## src/rtl/vita49_pack.sv

```systemverilog
// VITA49 IF-data-with-stream-ID packetizer: header, stream ID, TSI, TSF, payload, optional trailer.
// Optional trailer word is enabled by defining VITA49_PACK_TRAILER_EN.
module vita49_pack #(
    parameter int unsigned C_AXIS_TDATA_NUM_BYTES = 4
) (
    input  logic                                 AXIS_ACLK,
    input  logic                                 AXIS_ARESETN,
    input  logic                                 S_AXIS_TVALID,
    output logic                                 S_AXIS_TREADY,
    input  logic [C_AXIS_TDATA_NUM_BYTES*8-1:0]  S_AXIS_TDATA,
    output logic                                 M_AXIS_TVALID,
    input  logic                                 M_AXIS_TREADY,
    output logic [C_AXIS_TDATA_NUM_BYTES*8-1:0]  M_AXIS_TDATA,
    output logic                                 M_AXIS_TLAST,
    input  logic [31:0]                          tsi,
    input  logic [63:0]                          tsf,
    input  logic                                 enable,
    input  logic [31:0]                          stream_id,
    input  logic [11:0]                          payload_len,
    output logic                                 busy,
    output logic [3:0]                           pkt_count
);

    localparam int unsigned DW = C_AXIS_TDATA_NUM_BYTES * 8;
    localparam int unsigned LW = 13;

`ifdef VITA49_PACK_TRAILER_EN
    localparam logic        TRL_EN    = 1'b1;
    localparam logic [15:0] HDR_EXTRA = 16'd6;
    localparam logic [31:0] TRAILER   = 32'h4004_0000;
`else
    localparam logic        TRL_EN    = 1'b0;
    localparam logic [15:0] HDR_EXTRA = 16'd5;
`endif

    typedef enum logic [2:0] {
        IDLE,
        HDR,
        SID,
        TSI,
        TSFH,
        TSFL,
        PAY
`ifdef VITA49_PACK_TRAILER_EN
        , TRL
`endif
    } state_t;

    state_t          state;
    logic [31:0]     tsi_q;
    logic [63:0]     tsf_q;
    logic [31:0]     sid_q;
    logic [LW-1:0]   rem_q;

    logic            out_load;
    logic            tlast_hs;
    logic [3:0]      hdr_count;
    logic [31:0]     hdr_word;
    logic            pay_last;

    // Output register may load when empty or when its word is being taken this cycle.
    assign out_load  = !M_AXIS_TVALID || M_AXIS_TREADY;
    assign tlast_hs  = M_AXIS_TVALID && M_AXIS_TREADY && M_AXIS_TLAST;
    assign S_AXIS_TREADY = (state == PAY) && out_load;
    assign pay_last  = (rem_q == LW'(1));

    // A previous packet's TLAST may still be handshaking while the header loads.
    assign hdr_count = pkt_count + 4'(tlast_hs);
    assign hdr_word  = {4'b0001, 1'b0, TRL_EN, 2'b00, 2'b01, 2'b01, hdr_count,
                        16'(rem_q) + HDR_EXTRA};

    always_ff @(posedge AXIS_ACLK or negedge AXIS_ARESETN) begin
        if (!AXIS_ARESETN) begin
            state         <= IDLE;
            tsi_q         <= '0;
            tsf_q         <= '0;
            sid_q         <= '0;
            rem_q         <= '0;
            M_AXIS_TVALID <= 1'b0;
            M_AXIS_TDATA  <= '0;
            M_AXIS_TLAST  <= 1'b0;
            busy          <= 1'b0;
            pkt_count     <= '0;
        end else begin
            if (tlast_hs) begin
                pkt_count <= pkt_count + 4'd1;
            end
            // Drain by default; any state that emits a word overrides below.
            if (out_load) begin
                M_AXIS_TVALID <= 1'b0;
                M_AXIS_TLAST  <= 1'b0;
            end

            case (state)
                IDLE: begin
                    if (tlast_hs) begin
                        busy <= 1'b0;
                    end
                    if (enable && S_AXIS_TVALID) begin
                        tsi_q <= tsi;
                        tsf_q <= tsf;
                        sid_q <= stream_id;
                        rem_q <= (payload_len == 12'd0) ? LW'(4096) : LW'(payload_len);
                        busy  <= 1'b1;
                        state <= HDR;
                    end
                end
                HDR: if (out_load) begin
                    M_AXIS_TVALID <= 1'b1;
                    M_AXIS_TDATA  <= DW'(hdr_word);
                    state         <= SID;
                end
                SID: if (out_load) begin
                    M_AXIS_TVALID <= 1'b1;
                    M_AXIS_TDATA  <= DW'(sid_q);
                    state         <= TSI;
                end
                TSI: if (out_load) begin
                    M_AXIS_TVALID <= 1'b1;
                    M_AXIS_TDATA  <= DW'(tsi_q);
                    state         <= TSFH;
                end
                TSFH: if (out_load) begin
                    M_AXIS_TVALID <= 1'b1;
                    M_AXIS_TDATA  <= DW'(tsf_q[63:32]);
                    state         <= TSFL;
                end
                TSFL: if (out_load) begin
                    M_AXIS_TVALID <= 1'b1;
                    M_AXIS_TDATA  <= DW'(tsf_q[31:0]);
                    state         <= PAY;
                end
                PAY: if (S_AXIS_TREADY && S_AXIS_TVALID) begin
                    M_AXIS_TVALID <= 1'b1;
                    M_AXIS_TDATA  <= S_AXIS_TDATA;
                    M_AXIS_TLAST  <= pay_last && !TRL_EN;
                    rem_q         <= rem_q - LW'(1);
                    if (pay_last) begin
`ifdef VITA49_PACK_TRAILER_EN
                        state <= TRL;
`else
                        state <= IDLE;
`endif
                    end
                end
`ifdef VITA49_PACK_TRAILER_EN
                TRL: if (out_load) begin
                    M_AXIS_TVALID <= 1'b1;
                    M_AXIS_TDATA  <= DW'(TRAILER);
                    M_AXIS_TLAST  <= 1'b1;
                    state         <= IDLE;
                end
`endif
                default: state <= IDLE;
            endcase
        end
    end

endmodule
```

## config.mk

```make
export PLATFORM = sky130hd
export DESIGN_NAME = vita49_pack
export DESIGN_NICKNAME = d
export VERILOG_FILES = /design/src/rtl/vita49_pack.sv
export SDC_FILE = /design/constraint.sdc
export NUM_CORES = 1
export LEC_CHECK = 0
export BUFFER_PORTS_ARGS = -buffer_cell sky130_fd_sc_hd__buf_4
export CAP_MARGIN = 20
export CORE_UTILIZATION = 35
export CTS_BUF_LIST = sky130_fd_sc_hd__clkbuf_4
export CTS_CLUSTER_SIZE = 12
export DETAILED_ROUTE_END_ITERATION = 10
export PLACE_DENSITY = 0.57
export SLEW_MARGIN = 10
export SYNTH_ARGS = -nofsm -noshare
export SYNTH_HDL_FRONTEND = slang
export SYNTH_SLANG_ARGS = --single-unit
```

## constraint.sdc

```tcl
create_clock -name AXIS_ACLK -period 3.05 [get_ports AXIS_ACLK]
set_input_delay 0.305 -clock AXIS_ACLK [delete_from_list [all_inputs] [get_ports AXIS_ACLK]]
set_output_delay 0.305 -clock AXIS_ACLK [all_outputs]
set_load 0.01 [all_outputs]
```

==> flow_metrics.py <==
metrics = {
    "outcome": {
        "outcome": "completed",
    },
    "critical_path": {
        "reg2reg_slack_ns": 0.63,
        "crit_start": "state[2]",
        "cp-end-kind": "flop",
        "crit_fanout": 47,
        "worstPathArrival_ns": 2.93,
        "path_class": "reg2reg",
        "startpoint_type": "flop",
        "max_stage_delay_ns": 0.73,
        "r2r_start": "state[2]",
        "critical_path.cell_chain": "buf_4 -> nand2b_1 -> nor2_1 -> a222oi_1 -> o21ai_0",
        "crit_path_end": "M_AXIS_TDATA[21]",
        "cp_data_required_time_ns": 3.56,
        "crit_path_top_delay_cell": "nor2_1",
        "worstRegToRegCells": 5,
        "reg2reg_to": "M_AXIS_TDATA[21]",
    },
    "hold_path": {
        "min_from": "payload_len[10]",
        "hold_path.class": "in2reg",
    },
    "place": {
        "routabilityCongestion": 0.818,
        "port_buffers": 216,
        "hpwl_um": 18700,
    },
    "drt": {
        "drt-wirelength-per-cell_um": 19.0,
        "drt-vias-per-instance": 5.15,
        "drt_first_pass_iters": 6,
        "drt-total-wl_um": 27300,
        "vias": 7413,
        "drt_iter0_drc": 450,
        "ant_nets": 0,
        "drcViolationCount": 0,
    },
    "yosys": {
        "syn_nets": 948,
        "synth-seq-cells": 183,
        "syn_area_um2": 8970,
        "syn_area_per_cell_um2": 11.7,
        "yosysSeqAreaShare": 0.511,
        "syn_inst": 765,
        "dominantRegCellSynth": "dfrtp_1",
        "synth_cell_types": 63,
        "synth-edff-count": 0,
        "yosysWarnings": 0,
        "synthArstFlopShare": 1.00,
    },
    "timing": {
        "finalCritPeriodShare": 0.795,
        "rsz0062_at_grt": "no",
        "finalSetupTns_ns": 0,
        "hold_viol": 0,
        "worst_clock_skew_ns": 0.0249,
        "tightest_slew_ns": 1.06,
        "max_freq_ghz": 0.412,
        "finalSetupViolations": 0,
        "maxSlewHeadroom": 0.291,
        "hold_ws_ns": 0.0473,
        "slew_viol_final": 0,
        "final.min_clock_period_ns": 2.42,
    },
    "clock_network": {
        "cts_buffers": 17,
        "htreeDepth": 4,
        "cts_tree": "done",
        "ctsRootBufferMaster": "clkbuf_4",
        "clkTransAtPathRegs_ns": 0.16,
        "worstSkewPairLatency_ns": 0.58,
        "cts.sinks": 183,
        "clock_path_buffers": 2,
        "post-cts-setup-buffer-count": 0,
    },
    "die": {
        "core_um2": 25200,
        "die_area_um2": 26300,
        "chipWidth_um": 162,
        "die_h_um": 162,
        "rows": 58,
        "start_util": 0.356,
        "ios": 217,
    },
    "run": {
        "drv_cap": 0,
    },
    "cells_and_area": {
        "drive_gt1_frac": 0.383,
        "synthToLayoutAreaGrowth_pct": 40.2,
        "fin_nets": 1278,
    },
    "global_routing": {
        "grtUsageTotal": 0.213,
        "globalRouteOverflowTotal": 0,
        "antenna_found_initial": 2,
        "grt_pass1_wl_um": 42800,
        "grt_max_degree": 94,
        "grt_pass1_vias": 7483,
    },
    "power_and_ir_drop": {
        "p_int_mw": 6.58,
        "p_leak_nw": 5.56,
        "combPwrFrac": 0.466,
        "power.density_nw_per_um2": 865,
        "p_sw_mw": 4.30,
        "pwr-share-seq": 0.401,
        "p_clk_frac": 0.133,
        "switching_share": 0.395,
        "ir_drop_v": 0.000377,
    },
}
power by group through the flow:
stage          logic, mW  registers, mW  clock network [mW]
3_3_place_gp        4.91           4.38                   0
4_1_cts             5.11           4.34                1.49
6_report            5.07           4.36                1.44
5_1_grt             5.57           4.52                1.58
2_1_floorplan       3.45           4.14                   0
3_5_place_dp        4.95           4.40                   0
state kept, by name, summed over array words and instances (netlist names):
register	cells
M_AXIS_TDATA	32
pkt_count	4
M_AXIS_TLAST	1
busy	1
M_AXIS_TVALID	1
state	3
sid_q	32
tsf_q	64
tsi_q	32
rem_q	13
logic make-up (layout without fill, tap and decap cells):
kind of cell    Yosys count  in the layout  synth area share
simple gates            145            145            0.0822
flops                   183            183             0.511
other cells               0              2                 0
buf+inv                  66            409            0.0359
compound gates          184            184             0.141
xor+xnor                 11             11            0.0107
mux                     170            170             0.211
fa+ha+maj                 6              6           0.00837
metal layers:
metal  vias up  track usage  share of wire
met5         -            0              0
li1       3511            -              -
met4         0       0.0720          0.022
met3        37       0.0301          0.035
met2       193        0.332           0.48
met1      3672        0.303           0.47
worst min-delay path by stage:
stage / cells past startpoint / endpoint / slack [ns]
detailed placement: 1 / rem_q[10] / 0.35
global placement: 1 / rem_q[10] / 0.36
floorplan: 0 / M_AXIS_TDATA[0] / 0.009
finish: 3 / rem_q[10] / 0.05
CTS: 3 / rem_q[10] / 0.01
global route: 3 / rem_q[10] / 0.02
per-stage QoR:
step / std cells / utilization / setup WS (ns) / area (um^2) / power (mW)
finish: 1440 / 0.499 / 0.625 / 12600 / 10.9
global route: 1440 / 0.499 / 0.530 / 12600 / 11.7
CTS: 1438 / 0.499 / 0.656 / 12600 / 10.9
detailed placement: 1270 / 0.433 / 0.671 / 10900 / 9.35
global placement: 1270 / 0.433 / 0.765 / 10900 / 9.28
floorplan: 765 / - / 1.15 / 8970 / 7.59
layout make-up:
cell class,count,area (um^2)
clock inverter,15,170
antenna,2,5.00
tap,330,413
sequential,183,4590
timing repair buffer,371,3170
inverter,6,22.5
fill,2299,12600
multi-input combinational,516,4080
clock buffer,17,128
worst max-delay path, delay by kind of cell (launching register included):
kind	cells	cell delay (ns)
and+or+nand+nor	2	0.87
AOI/OAI and AO/OA	2	0.48
DFF	1	0.50
buffers and inverters	1	0.50
synth_stat cells (all sizes together), types with 3 or more instances:
library cell	number	share of area
a211oi	3	0.0025
a21o	5	0.0042
a21oi	26	0.015
a221oi	4	0.0039
a222oi	12	0.013
a22o	16	0.016
a22oi	9	0.0075
a31oi	10	0.0070
a41oi	3	0.0029
and3b	3	0.0029
buf	37	0.024
clkbuf	23	0.0096
dfrtp	183	0.51
ha	6	0.0084
inv	6	0.0025
mux2	153	0.19
mux2i	17	0.019
nand2	45	0.019
nand2b	8	0.0056
nand3	12	0.0067
nand3b	5	0.0042
nand4	6	0.0042
nor2	30	0.013
nor2b	8	0.0056
nor3	7	0.0052
nor4	9	0.0063
o211ai	3	0.0025
o21a	4	0.0033
o21ai	56	0.031
o22ai	6	0.0042
o2bb2ai	3	0.0029
o31ai	4	0.0033
xnor2	10	0.0098
timing repair:
item | CTS | global route
hold buffers | 136 | 0
gates resized for setup | 0 | 0
endpoints found under the setup margin | 0 | 0
hold endpoints to repair | 198 | 0
placed cells by master, fill, tap and decap left out, types with 10 or more instances in the layout:
master         Yosys  routed
buf_4             10     231
dfrtp_1          183     180
mux2_2           144     144
dlygate4sd3_1      0     136
o21ai_0           56      56
nand2_1           45      45
nor2_1            30      29
a21oi_1           26      26
mux2i_1           17      17
clkbuf_4           0      17
a22o_1            16      16
nand3_1           12      12
a222oi_1          12      12
a31oi_1           10      10
xnor2_1           10      10
Power figures use the tool's default switching activity.
